===== src/rtl/enigma_pkg.sv =====
// Shared constants, mod-A helpers and stock rotor data for the
// programmable rotor stack.
package enigma_pkg;

   localparam int ALPHA = 26;
   localparam int SYMW  = 5;

   typedef enum logic {
      ST_IDLE,
      ST_LOAD
   } cfg_state_e;

   function automatic logic [7:0] mod_add(
      input logic [7:0] a,
      input logic [7:0] b,
      input logic [7:0] m
   );
      logic [8:0] s;
      s = {1'b0, a} + {1'b0, b};
      if (s >= {1'b0, m}) s = s - {1'b0, m};
      return s[7:0];
   endfunction

   function automatic logic [7:0] mod_sub(
      input logic [7:0] a,
      input logic [7:0] b,
      input logic [7:0] m
   );
      logic [8:0] s;
      if (a >= b) s = {1'b0, a} - {1'b0, b};
      else        s = {1'b0, a} + {1'b0, m} - {1'b0, b};
      return s[7:0];
   endfunction

   // Stock wirings, left-side letter for right-side A..Z
   localparam logic [8*26-1:0] ROTOR_I   = "EKMFLGDQVZNTOWYHXUSPAIBRCJ";
   localparam logic [8*26-1:0] ROTOR_II  = "AJDKSIRUXBLHWTMCQGZNPYFVOE";
   localparam logic [8*26-1:0] ROTOR_III = "BDFHJLCPRTXVZNYEIWGAKMUSQO";
   localparam logic [8*26-1:0] ROTOR_IV  = "ESOVPZJAYQUIRHXLNFTGKDCMWB";
   localparam logic [8*26-1:0] ROTOR_V   = "VZBRGITYUPSDNHLXAWMJQOFECK";

   localparam logic [4:0] NOTCH_I   = 5'd16;
   localparam logic [4:0] NOTCH_II  = 5'd4;
   localparam logic [4:0] NOTCH_III = 5'd21;
   localparam logic [4:0] NOTCH_IV  = 5'd9;
   localparam logic [4:0] NOTCH_V   = 5'd25;

endpackage


===== src/rtl/rotor_modadd.sv =====
// Modular add or subtract of two symbols already reduced mod A.
// The intermediate is one bit wider so the wrap never overflows.
module rotor_modadd #(
   parameter int A   = 26,
   parameter int W   = 5,
   parameter bit SUB = 1'b0
) (
   input  logic [W-1:0] i_a,
   input  logic [W-1:0] i_b,
   output logic [W-1:0] o_y
);

   localparam logic [W:0] M = (W+1)'(A);

   logic [W:0] w_sum;

   always_comb begin
      w_sum = '0;
      if (SUB) begin
         if (i_a >= i_b) w_sum = {1'b0, i_a} - {1'b0, i_b};
         else            w_sum = {1'b0, i_a} + M - {1'b0, i_b};
      end else begin
         w_sum = {1'b0, i_a} + {1'b0, i_b};
      end
      if (w_sum >= M) o_y = W'(w_sum - M);
      else            o_y = w_sum[W-1:0];
   end

endmodule


===== src/rtl/rotor_prog.sv =====
// Programmable Enigma rotor: runtime wiring tables with inverse,
// ring setting, position, notch mask and a wiring-reload FSM.
module rotor_prog
   import enigma_pkg::*;
#(
   parameter int A = ALPHA,
   parameter int W = SYMW
) (
   input  logic         clk,
   input  logic         rst_n,
   input  logic         en,
   input  logic         cfg_start,
   input  logic         cfg_valid,
   output logic         cfg_ready,
   input  logic [W-1:0] cfg_addr,
   input  logic [W-1:0] cfg_data,
   output logic         cfg_done,
   output logic         cfg_err,
   input  logic         notch_we,
   input  logic [A-1:0] notch_in,
   input  logic         ring_we,
   input  logic [W-1:0] ring_in,
   input  logic         pos_load,
   input  logic [W-1:0] pos_in,
   input  logic         step,
   output logic [W-1:0] pos,
   output logic         at_notch,
   output logic         carry_out,
   input  logic [W-1:0] right_in,
   output logic [W-1:0] left_out,
   input  logic [W-1:0] left_in,
   output logic [W-1:0] right_out,
   output logic         wiring_ok
);

   localparam logic [W:0]   LA        = (W+1)'(A);
   localparam logic [W-1:0] LAST_POS  = W'(A - 1);
   localparam logic [A-1:0] NOTCH_RST = {1'b1, {(A-1){1'b0}}};

   cfg_state_e r_state;
   cfg_state_e w_state_nxt;

   logic [W-1:0] r_fwd [A];
   logic [W-1:0] r_inv [A];
   logic [A-1:0] r_seen;
   logic [W:0]   r_cnt;
   logic         r_err;
   logic         r_ok;
   logic         r_done;

   logic [W-1:0] r_pos;
   logic [W-1:0] r_ring;
   logic [A-1:0] r_notch;

   logic         w_restart;
   logic         w_hs;
   logic         w_bad;
   logic         w_last;
   logic         w_err_nxt;
   logic [W:0]   w_cnt_nxt;

   logic         w_ca_ok;
   logic         w_cd_ok;
   logic [W-1:0] w_ca;
   logic [W-1:0] w_cd;

   logic         w_rin_ok;
   logic         w_lin_ok;
   logic [W-1:0] w_rin;
   logic [W-1:0] w_lin;
   logic [W-1:0] w_off;
   logic [W-1:0] w_p;
   logic [W-1:0] w_q;
   logic [W-1:0] w_fwd_val;
   logic [W-1:0] w_inv_val;
   logic [W-1:0] w_left;
   logic [W-1:0] w_right;

   // Out-of-range config fields are steered to entry 0 so no
   // table index ever leaves the alphabet; the beat is dropped.
   assign w_ca_ok = ({1'b0, cfg_addr} < LA);
   assign w_cd_ok = ({1'b0, cfg_data} < LA);
   assign w_ca    = w_ca_ok ? cfg_addr : '0;
   assign w_cd    = w_cd_ok ? cfg_data : '0;

   always_ff @(posedge clk or negedge rst_n) begin
      if (!rst_n) r_state <= ST_IDLE;
      else        r_state <= w_state_nxt;
   end

   always_comb begin
      w_state_nxt = r_state;
      w_restart   = 1'b0;
      w_hs        = 1'b0;
      w_bad       = 1'b0;
      w_last      = 1'b0;
      w_cnt_nxt   = r_cnt + 1'b1;
      w_err_nxt   = r_err;
      unique case (r_state)
         ST_IDLE: begin
            if (en && cfg_start) begin
               w_state_nxt = ST_LOAD;
               w_restart   = 1'b1;
            end
         end
         ST_LOAD: begin
            if (en && cfg_start) begin
               w_restart = 1'b1;
            end else if (en && cfg_valid) begin
               w_hs      = 1'b1;
               w_bad     = !w_ca_ok || !w_cd_ok || r_seen[w_cd];
               w_err_nxt = r_err | w_bad;
               w_last    = (w_cnt_nxt == LA);
               if (w_last) w_state_nxt = ST_IDLE;
            end
         end
      endcase
   end

   assign cfg_ready = (r_state == ST_LOAD) && en;

   always_ff @(posedge clk or negedge rst_n) begin
      if (!rst_n) begin
         r_seen <= '0;
         r_cnt  <= '0;
         r_err  <= 1'b0;
         r_ok   <= 1'b1;
         r_done <= 1'b0;
         for (int i = 0; i < A; i++) begin
            r_fwd[i] <= W'(i);
            r_inv[i] <= W'(i);
         end
      end else begin
         r_done <= 1'b0;
         if (w_restart) begin
            r_seen <= '0;
            r_cnt  <= '0;
            r_err  <= 1'b0;
            r_ok   <= 1'b0;
         end else if (w_hs) begin
            r_cnt <= w_cnt_nxt;
            r_err <= w_err_nxt;
            if (!w_bad) begin
               r_fwd[w_ca]  <= cfg_data;
               r_inv[w_cd]  <= cfg_addr;
               r_seen[w_cd] <= 1'b1;
            end
            if (w_last) begin
               r_done <= 1'b1;
               r_ok   <= ~w_err_nxt;
            end
         end
      end
   end

   assign cfg_done  = r_done;
   assign cfg_err   = r_err;
   assign wiring_ok = r_ok;

   always_ff @(posedge clk or negedge rst_n) begin
      if (!rst_n) begin
         r_pos   <= '0;
         r_ring  <= '0;
         r_notch <= NOTCH_RST;
      end else if (en) begin
         if (pos_load) begin
            r_pos <= ({1'b0, pos_in} < LA) ? pos_in : '0;
         end else if (step) begin
            r_pos <= (r_pos == LAST_POS) ? '0 : r_pos + 1'b1;
         end
         if (ring_we) begin
            r_ring <= ({1'b0, ring_in} < LA) ? ring_in : '0;
         end
         if (notch_we) r_notch <= notch_in;
      end
   end

   assign pos       = r_pos;
   assign at_notch  = r_notch[r_pos];
   assign carry_out = en & step & at_notch;

   assign w_off = W'(mod_sub(8'(r_pos), 8'(r_ring), 8'(A)));

   assign w_rin_ok = ({1'b0, right_in} < LA);
   assign w_lin_ok = ({1'b0, left_in} < LA);
   assign w_rin    = w_rin_ok ? right_in : '0;
   assign w_lin    = w_lin_ok ? left_in : '0;

   rotor_modadd #(.A(A), .W(W), .SUB(1'b0)) u_fwd_in (
      .i_a (w_rin),
      .i_b (w_off),
      .o_y (w_p)
   );

   assign w_fwd_val = r_fwd[w_p];

   rotor_modadd #(.A(A), .W(W), .SUB(1'b1)) u_fwd_out (
      .i_a (w_fwd_val),
      .i_b (w_off),
      .o_y (w_left)
   );

   rotor_modadd #(.A(A), .W(W), .SUB(1'b0)) u_ret_in (
      .i_a (w_lin),
      .i_b (w_off),
      .o_y (w_q)
   );

   assign w_inv_val = r_inv[w_q];

   rotor_modadd #(.A(A), .W(W), .SUB(1'b1)) u_ret_out (
      .i_a (w_inv_val),
      .i_b (w_off),
      .o_y (w_right)
   );

   assign left_out  = w_rin_ok ? w_left : '1;
   assign right_out = w_lin_ok ? w_right : '1;

endmodule


===== config.mk =====
export PLATFORM = sky130hd
export DESIGN_NAME = rotor_prog
export DESIGN_NICKNAME = d
export VERILOG_FILES = /design/src/rtl/enigma_pkg.sv /design/src/rtl/rotor_modadd.sv /design/src/rtl/rotor_prog.sv
export SDC_FILE = /design/constraint.sdc
export NUM_CORES = 1
export LEC_CHECK = 0
export ABC_AREA = 1
export BUFFER_PORTS_ARGS = -buffer_cell sky130_fd_sc_hd__buf_4
export CAP_MARGIN = 20
export CORE_MARGIN = 3
export CORE_UTILIZATION = 56
export DETAILED_ROUTE_END_ITERATION = 10
export GPL_TIMING_DRIVEN = 0
export PLACE_DENSITY = 0.83
export SLEW_MARGIN = 20
export SYNTH_ARGS = -nofsm -noshare
export SYNTH_HDL_FRONTEND = slang
export SYNTH_SLANG_ARGS = --single-unit

===== constraint.sdc =====
create_clock -name clk -period 6.8 [get_ports clk]
set_input_delay 1.02 -clock clk [delete_from_list [all_inputs] [get_ports clk]]
set_output_delay 1.02 -clock clk [all_outputs]
set_load 0.01 [all_outputs]

# [Word-level counts from Yosys, hierarchy flattened]
# Cells that the tools add are included.
[totals] word_cells=200 ff_bits=332 inputBits=65 output_inout_bits=21
[classes] bitwise=12 muxes=66 n_eq_ne=3 n_reduce_logical=19 order_cmp=22 n_addsub=17
[op_table] op="$bwmux 130" n=2
[op_table] op="$mux 5" n=22
[op_table] op="$mux 26" n=3
[op_table] op="$bmux 5 s5" n=2
[op_table] op="$demux 5 s5" n=2
[op_table] op="$lt 5x5->1 const B" n=6
[op_table] op="$mux 1" n=27
[op_table] op="$or 26x26->26" n=1
[op_table] op="$ge 6x5->1 const B" n=4
[op_table] op="$ge 6x6->1 const B" n=4
[op_table] op="$mux 6" n=4
[op_table] op="$not 5->6" n=4
[op_table] op="$sub 5x5->5 const B" n=4
[op_table] op="$ge 5x5->1" n=3
[op_table] op="$add 5x5->6" n=2
[op_table] op="$add 5x5->6 const B" n=2
[op_table] op="$lt 5x6->1 const B" n=2
[op_table] op="$lt 6x1->1 const B" n=2
[op_table] op="$sub 5x5->6" n=2
[op_table] op="$sub 6x5->6" n=2
[op_table] op="$bmux 1 s5" n=2
[op_table] op="$reduce_and 2->1" n=5
[op_table] op="$sub 5x5->5" n=2
[op_table] op="$add 6x1->6 const B" n=1
[op_table] op="16 further kinds" n=29

# [Longest topological paths before layout]
[depth] depth_word=16 ltp_mapped=49 mapped_depth_nobuf=47

# [By module]
# Synthesis repeated with hierarchy kept, for this count alone.
[unflattened] hier_cells=2689 hier_area_um2=20847.5
[modules_own_cells] mod="rotor_prog" seq_area_each_um2=8453.1 area_each_um2=18572.8 cells_each=2309 n_inst=1
[modules_own_cells] mod="rotor_modadd (u_fwd_out ...)" seq_area_each_um2=0.0 area_each_um2=772.0 cells_each=132 n_inst=2
[modules_own_cells] mod="rotor_modadd (u_fwd_in ...)" seq_area_each_um2=0.0 area_each_um2=365.4 cells_each=58 n_inst=2

# [Worst setup path before layout]
# Ideal clock, no wire load.
[synth_path] path_kind="register to output" startpoint="register r_pos[0] (netlist: pos[0])" endpoint="output port left_out[3]" t_required_ps=5780 t_arrival_ps=6469 slack_ps=-689 path_stages_with_launch=45 cell_sequence="dfrtp_1 inv_1 buf_1 ha_1 inv_1 ha_1 ha_1 nor2_1 xor2_1 inv_1 o21ai_0 inv_1 ha_1 a21oi_1 nand2_1 nand2_1 nand2_1 nand4_4 [9 not listed] inv_1 ha_1 inv_1 nor2_1 nor2_1 ha_1 or2_2 or2_2 a32oi_1 a21oi_1 inv_1 nor2_1 inv_1 nand3_1 inv_1 nor2_1 o21ai_0 a21o_1"
[synth_via] elab_chain_len=16
[synth_lines] element="start: declaration" line_no="rotor_prog.sv:51" source="logic [W-1:0] r_pos;"
[synth_lines] element="start signal: assignment" line_no="rotor_prog.sv:167" source="r_pos <= ({1'b0, pos_in} < LA) ? pos_in : '0;"
[synth_lines] element="start signal: assignment" line_no="rotor_prog.sv:169" source="r_pos <= (r_pos == LAST_POS) ? '0 : r_pos + 1'b1;"
[synth_lines] element="$add 5x5->5" line_no="enigma_pkg.sv:31" source="else s = {1'b0, a} + {1'b0, m} - {1'b0, b};"
[synth_lines] element="$sub 5x5->5" line_no="enigma_pkg.sv:31"
[synth_lines] element="$mux 5 *" line_no="enigma_pkg.sv:30" source="if (a >= b) s = {1'b0, a} - {1'b0, b};"
[synth_lines] element="$add 5x5->6" line_no="rotor_modadd.sv:23" source="w_sum = {1'b0, i_a} + {1'b0, i_b};"
[synth_lines] element="$sub 5x5->5 or $ge 6x5->1 (tied branches)" line_no="rotor_modadd.sv:25" source="if (w_sum >= M) o_y = W'(w_sum - M);"
[synth_lines] element="$mux 5" line_no="rotor_modadd.sv:25"
[synth_lines] element="$not 5->6 (not written as such)" line_no="rotor_prog.sv:195" source="assign w_fwd_val = r_fwd[w_p];"
[synth_lines] element="$bmux 5 s5" line_no="rotor_prog.sv:195"
[synth_lines] element="$mux 5 (not written as such) (2 in series)" line_no="rotor_prog.sv:195"
[synth_lines] element="$add 5x5->6" line_no="rotor_modadd.sv:21" source="else w_sum = {1'b0, i_a} + M - {1'b0, i_b};"
[synth_lines] element="$sub 6x5->6" line_no="rotor_modadd.sv:21"
[synth_lines] element="$mux 6 *" line_no="rotor_modadd.sv:20" source="if (i_a >= i_b) w_sum = {1'b0, i_a} - {1'b0, i_b};"
[synth_lines] element="$sub 5x5->5 or $ge 6x5->1 (tied branches)" line_no="rotor_modadd.sv:25"
[synth_lines] element="$mux 5 *" line_no="rotor_modadd.sv:25"
[synth_lines] element="$mux 5 *" line_no="rotor_prog.sv:217" source="assign left_out = w_rin_ok ? w_left : '1;"
[synth_lines] element="end: declaration" line_no="rotor_prog.sv:30" source="output logic [W-1:0] left_out,"
# Every way passes the cells marked *; elsewhere a longest branch is shown, timed or not. The select of a mux whose other input is x is not followed.

# [Final worst setup path]
[layout_path] startpoint="register r_ring[1]" endpoint="output port right_out[3]"
[layout_via] elab_chain_len=15
[layout_lines] element="start: declaration" line_no="rotor_prog.sv:52" source="logic [W-1:0] r_ring;"
[layout_lines] element="start signal: assignment" line_no="rotor_prog.sv:172" source="r_ring <= ({1'b0, ring_in} < LA) ? ring_in : '0;"
[layout_lines] element="$sub 5x5->5, or another cell as far along" line_no="enigma_pkg.sv:31"
[layout_lines] element="$mux 5 *" line_no="enigma_pkg.sv:30"
[layout_lines] element="$add 5x5->6" line_no="rotor_modadd.sv:23"
[layout_lines] element="$sub 5x5->5 or $ge 6x5->1 (tied branches)" line_no="rotor_modadd.sv:25"
[layout_lines] element="$mux 5" line_no="rotor_modadd.sv:25"
[layout_lines] element="$not 5->6 (not written as such)" line_no="rotor_prog.sv:209" source="assign w_inv_val = r_inv[w_q];"
[layout_lines] element="$bmux 5 s5" line_no="rotor_prog.sv:209"
[layout_lines] element="$mux 5 (not written as such) (2 in series)" line_no="rotor_prog.sv:209"
[layout_lines] element="$add 5x5->6" line_no="rotor_modadd.sv:21"
[layout_lines] element="$sub 6x5->6" line_no="rotor_modadd.sv:21"
[layout_lines] element="$mux 6 *" line_no="rotor_modadd.sv:20"
[layout_lines] element="$sub 5x5->5 or $ge 6x5->1 (tied branches)" line_no="rotor_modadd.sv:25"
[layout_lines] element="$mux 5 *" line_no="rotor_modadd.sv:25"
[layout_lines] element="$mux 5 *" line_no="rotor_prog.sv:218" source="assign right_out = w_lin_ok ? w_right : '1;"
[layout_lines] element="end: declaration" line_no="rotor_prog.sv:32" source="output logic [W-1:0] right_out,"
# Marks and branches as above.

==> qor.txt <==
Critical Path Slowest Stage Cell: fa_2
asr flop ratio synth: 100%
1st-pass router iterations: 7
initial antenna violation count: 0
GRT Util Overall: 32.1%
minimum clock period: 7740 ps
vias in the first global route: 17.6k
post-synthesis register bit count: 332
Area after DPL: 19500 sq um
hpwl dp: 36100 um
Slew @ Worst Pin: 949 ps
Ports: 86
Setup violations, final: 8
Max Freq: 0.129 GHz
syn_nets: 2457
Max-Cap Viols: 0
fin nets: 2706
Mapped Cells: 2334
layout cells sized above 1: 29.0%
relative slew slack: 36.5%
DRC viols: 0
Sink Count: 332
via-per-instance ratio: 6.02
Synth area leaders: dfrtp_1 (30%), nand2_1 (17%), dfstp_2 (17%)
Setup Skew: 17.9 ps
depth of the CTS H-tree: 2
worst setup path start: r_ring[1]
# port buffers: 84
Die Y: 186 um
Routed WL: 60700 um
dpl ws: -1840 ps
Min-Delay Path Class: register to register
most frequent cells in the layout: nand2_1 (780), o21ai_0 (237), dfrtp_1 (212)
Setup crit end kind: output port
clock-pin slew on the worst setup and hold paths: 60 ps
Synth area leader: dfrtp_1
Finished Layout Cells: 3046
initial detailed-routing violation count: 2515
Top cell by count, worst path: inv_1
top_reg_cell synth: dfrtp_1
CTS max path bufs: 3
Worst setup SP type: register
# diodes: 0
Placed Cells: 2856
drt wl/cell: 19.9 um
Worst-Skew Late Latency: 530 ps
Synth Warn #: 0
CP max FO: 8
Final Cycle Share: 114%
Seq/Total Area, Yosys: 46.3%
largest net degree at the start of global routing: 93
commonest non-fill, non-tap cell in the layout: nand2_1
Fin. Hold Viols: 0
Crit Path Class: register to output port
CTS root buffer: clkbuf_16
Starting Density: 57.4%
failing checks: setup timing
Area growth syn-to-layout: 28.5%
PnR worst setup slack: -940 ps
FP Rows: 65
RR Startpoint: r_seen[6]
Layout Utilization: 73.7%
die footprint: 34800 sq um
Yosys top cell area share: 29.6%
Post-synth EDFFs: 0
Critical Path AT: 6720 ps
Design Area, Final: 23400 sq um
TritonCTS Buffers: 36
first-pass GRT wire length: 91700 um
hold path startpoint: r_inv[50]
outcome: finished with violations
CP required: 5780 ps
cts hold-fix bufs: 0
RSZ-0062 raised after global routing: yes
GR Overflow Total: 0
Worst Reg-to-Reg Cells: 10
Final Max Tran Viols: 0
Worst Hold Depth: 2
vias: 18.3k
Worst path max stage delay: 650 ps
die width: 186 um
Final Wtd Congestion: 0.961
Mapped Area: 18200 sq um
Core Footprint: 31800 sq um
syn avg cell area: 7.82 sq um
antenna-violating nets left: 0
CTS tree: yes
Cell variety after synth: 49
registers in the layout, indices dropped and copies added (netlist names):
name / flops
r_fwd: 130
r_inv: 130
r_notch: 26
r_seen: 26
r_cnt: 6
pos: 5
r_ring: 5
cfg_done: 1
cfg_err: 1
r_state: 1
wiring_ok: 1
cells by family after synthesis:
kind of cell,after synthesis,share of synthesized area (%)
AOI/OAI and AO/OA,422,12.4
xor gates and xnor gates,22,1.06
adders and majority gates,58,4.22
buffers and inverters,257,5.64
DFF,332,46.3
muxes,53,3.09
and+or+nand+nor,1190,27.3
timing repair:
item / 4_1_cts / 5_1_grt
buffers inserted: 86 / 35
gates resized for setup: 272 / 142
cloned: 11 / 1
setup endpoints to repair: 10 / 8
pin swaps: 94 / 106
layout make-up:
type | count | area [sq um]
plain buffers | 77 | 445
clock buffers | 57 | 1090
clock inverters | 9 | 62.6
fillers | 2179 | 8360
inverters | 178 | 713
multi-input cells | 1746 | 10200
flip-flops and latches | 332 | 8460
well taps | 435 | 544
repair buffers | 212 | 1930
layer usage:
layer  wire length, um  share of wire, %  global-route usage [%]  vias up
met5                 0                 0                       0        -
met4              3950               6.5                    15.3        0
met3              6610                11                    8.00      365
met2             27400                45                    51.1     1265
met1             22800                37                    41.5     8604
li1                  -                 -                       -     8106
cell usage after synthesis, drive strengths merged, types with 3 or more instances:
master / instances
dfstp: 116
o221ai: 10
clkinv: 3
or2: 6
fa: 6
buf: 27
o22ai: 11
nor2: 130
xor2: 14
nor3: 7
nand3b: 4
a221oi: 5
nand2: 879
nand3: 155
dfrtp: 216
nand4: 7
ha: 52
xnor2: 8
o211ai: 8
mux2i: 27
inv: 175
mux2: 26
clkbuf: 52
a21oi: 59
o21ai: 315
a31oi: 4
final timing paths:
check	end	slack, ps
setup / recovery	right_out[3]	-940
hold / removal	r_inv[50]	470
setup reg to reg	r_inv[42]	4160
hold reg to reg	r_inv[50]	470
max in group asynchronous	r_fwd[49]	5020
min in group asynchronous	r_inv[59]	480
worst max-delay path: cells and delay by family (launching register included):
kind	cells	cell delay, ps
buf+inv	11	1200
fa+ha+maj	4	1300
xor+xnor	1	120
flops	1	420
simple gates	16	2200
compound gates	5	910
stage by stage:
stage | hold WS, ps | TNS [ps]
3_3_place_gp | 460 | -12170
6_report | 474 | -6440
5_1_grt | 493 | -8050
3_5_place_dp | 465 | -13070
4_1_cts | 474 | -3530
2_1_floorplan | 452 | -64.4
Power is not shown: default switching activity piles up to over one toggle a cycle in this logic, so the estimate is an artifact.
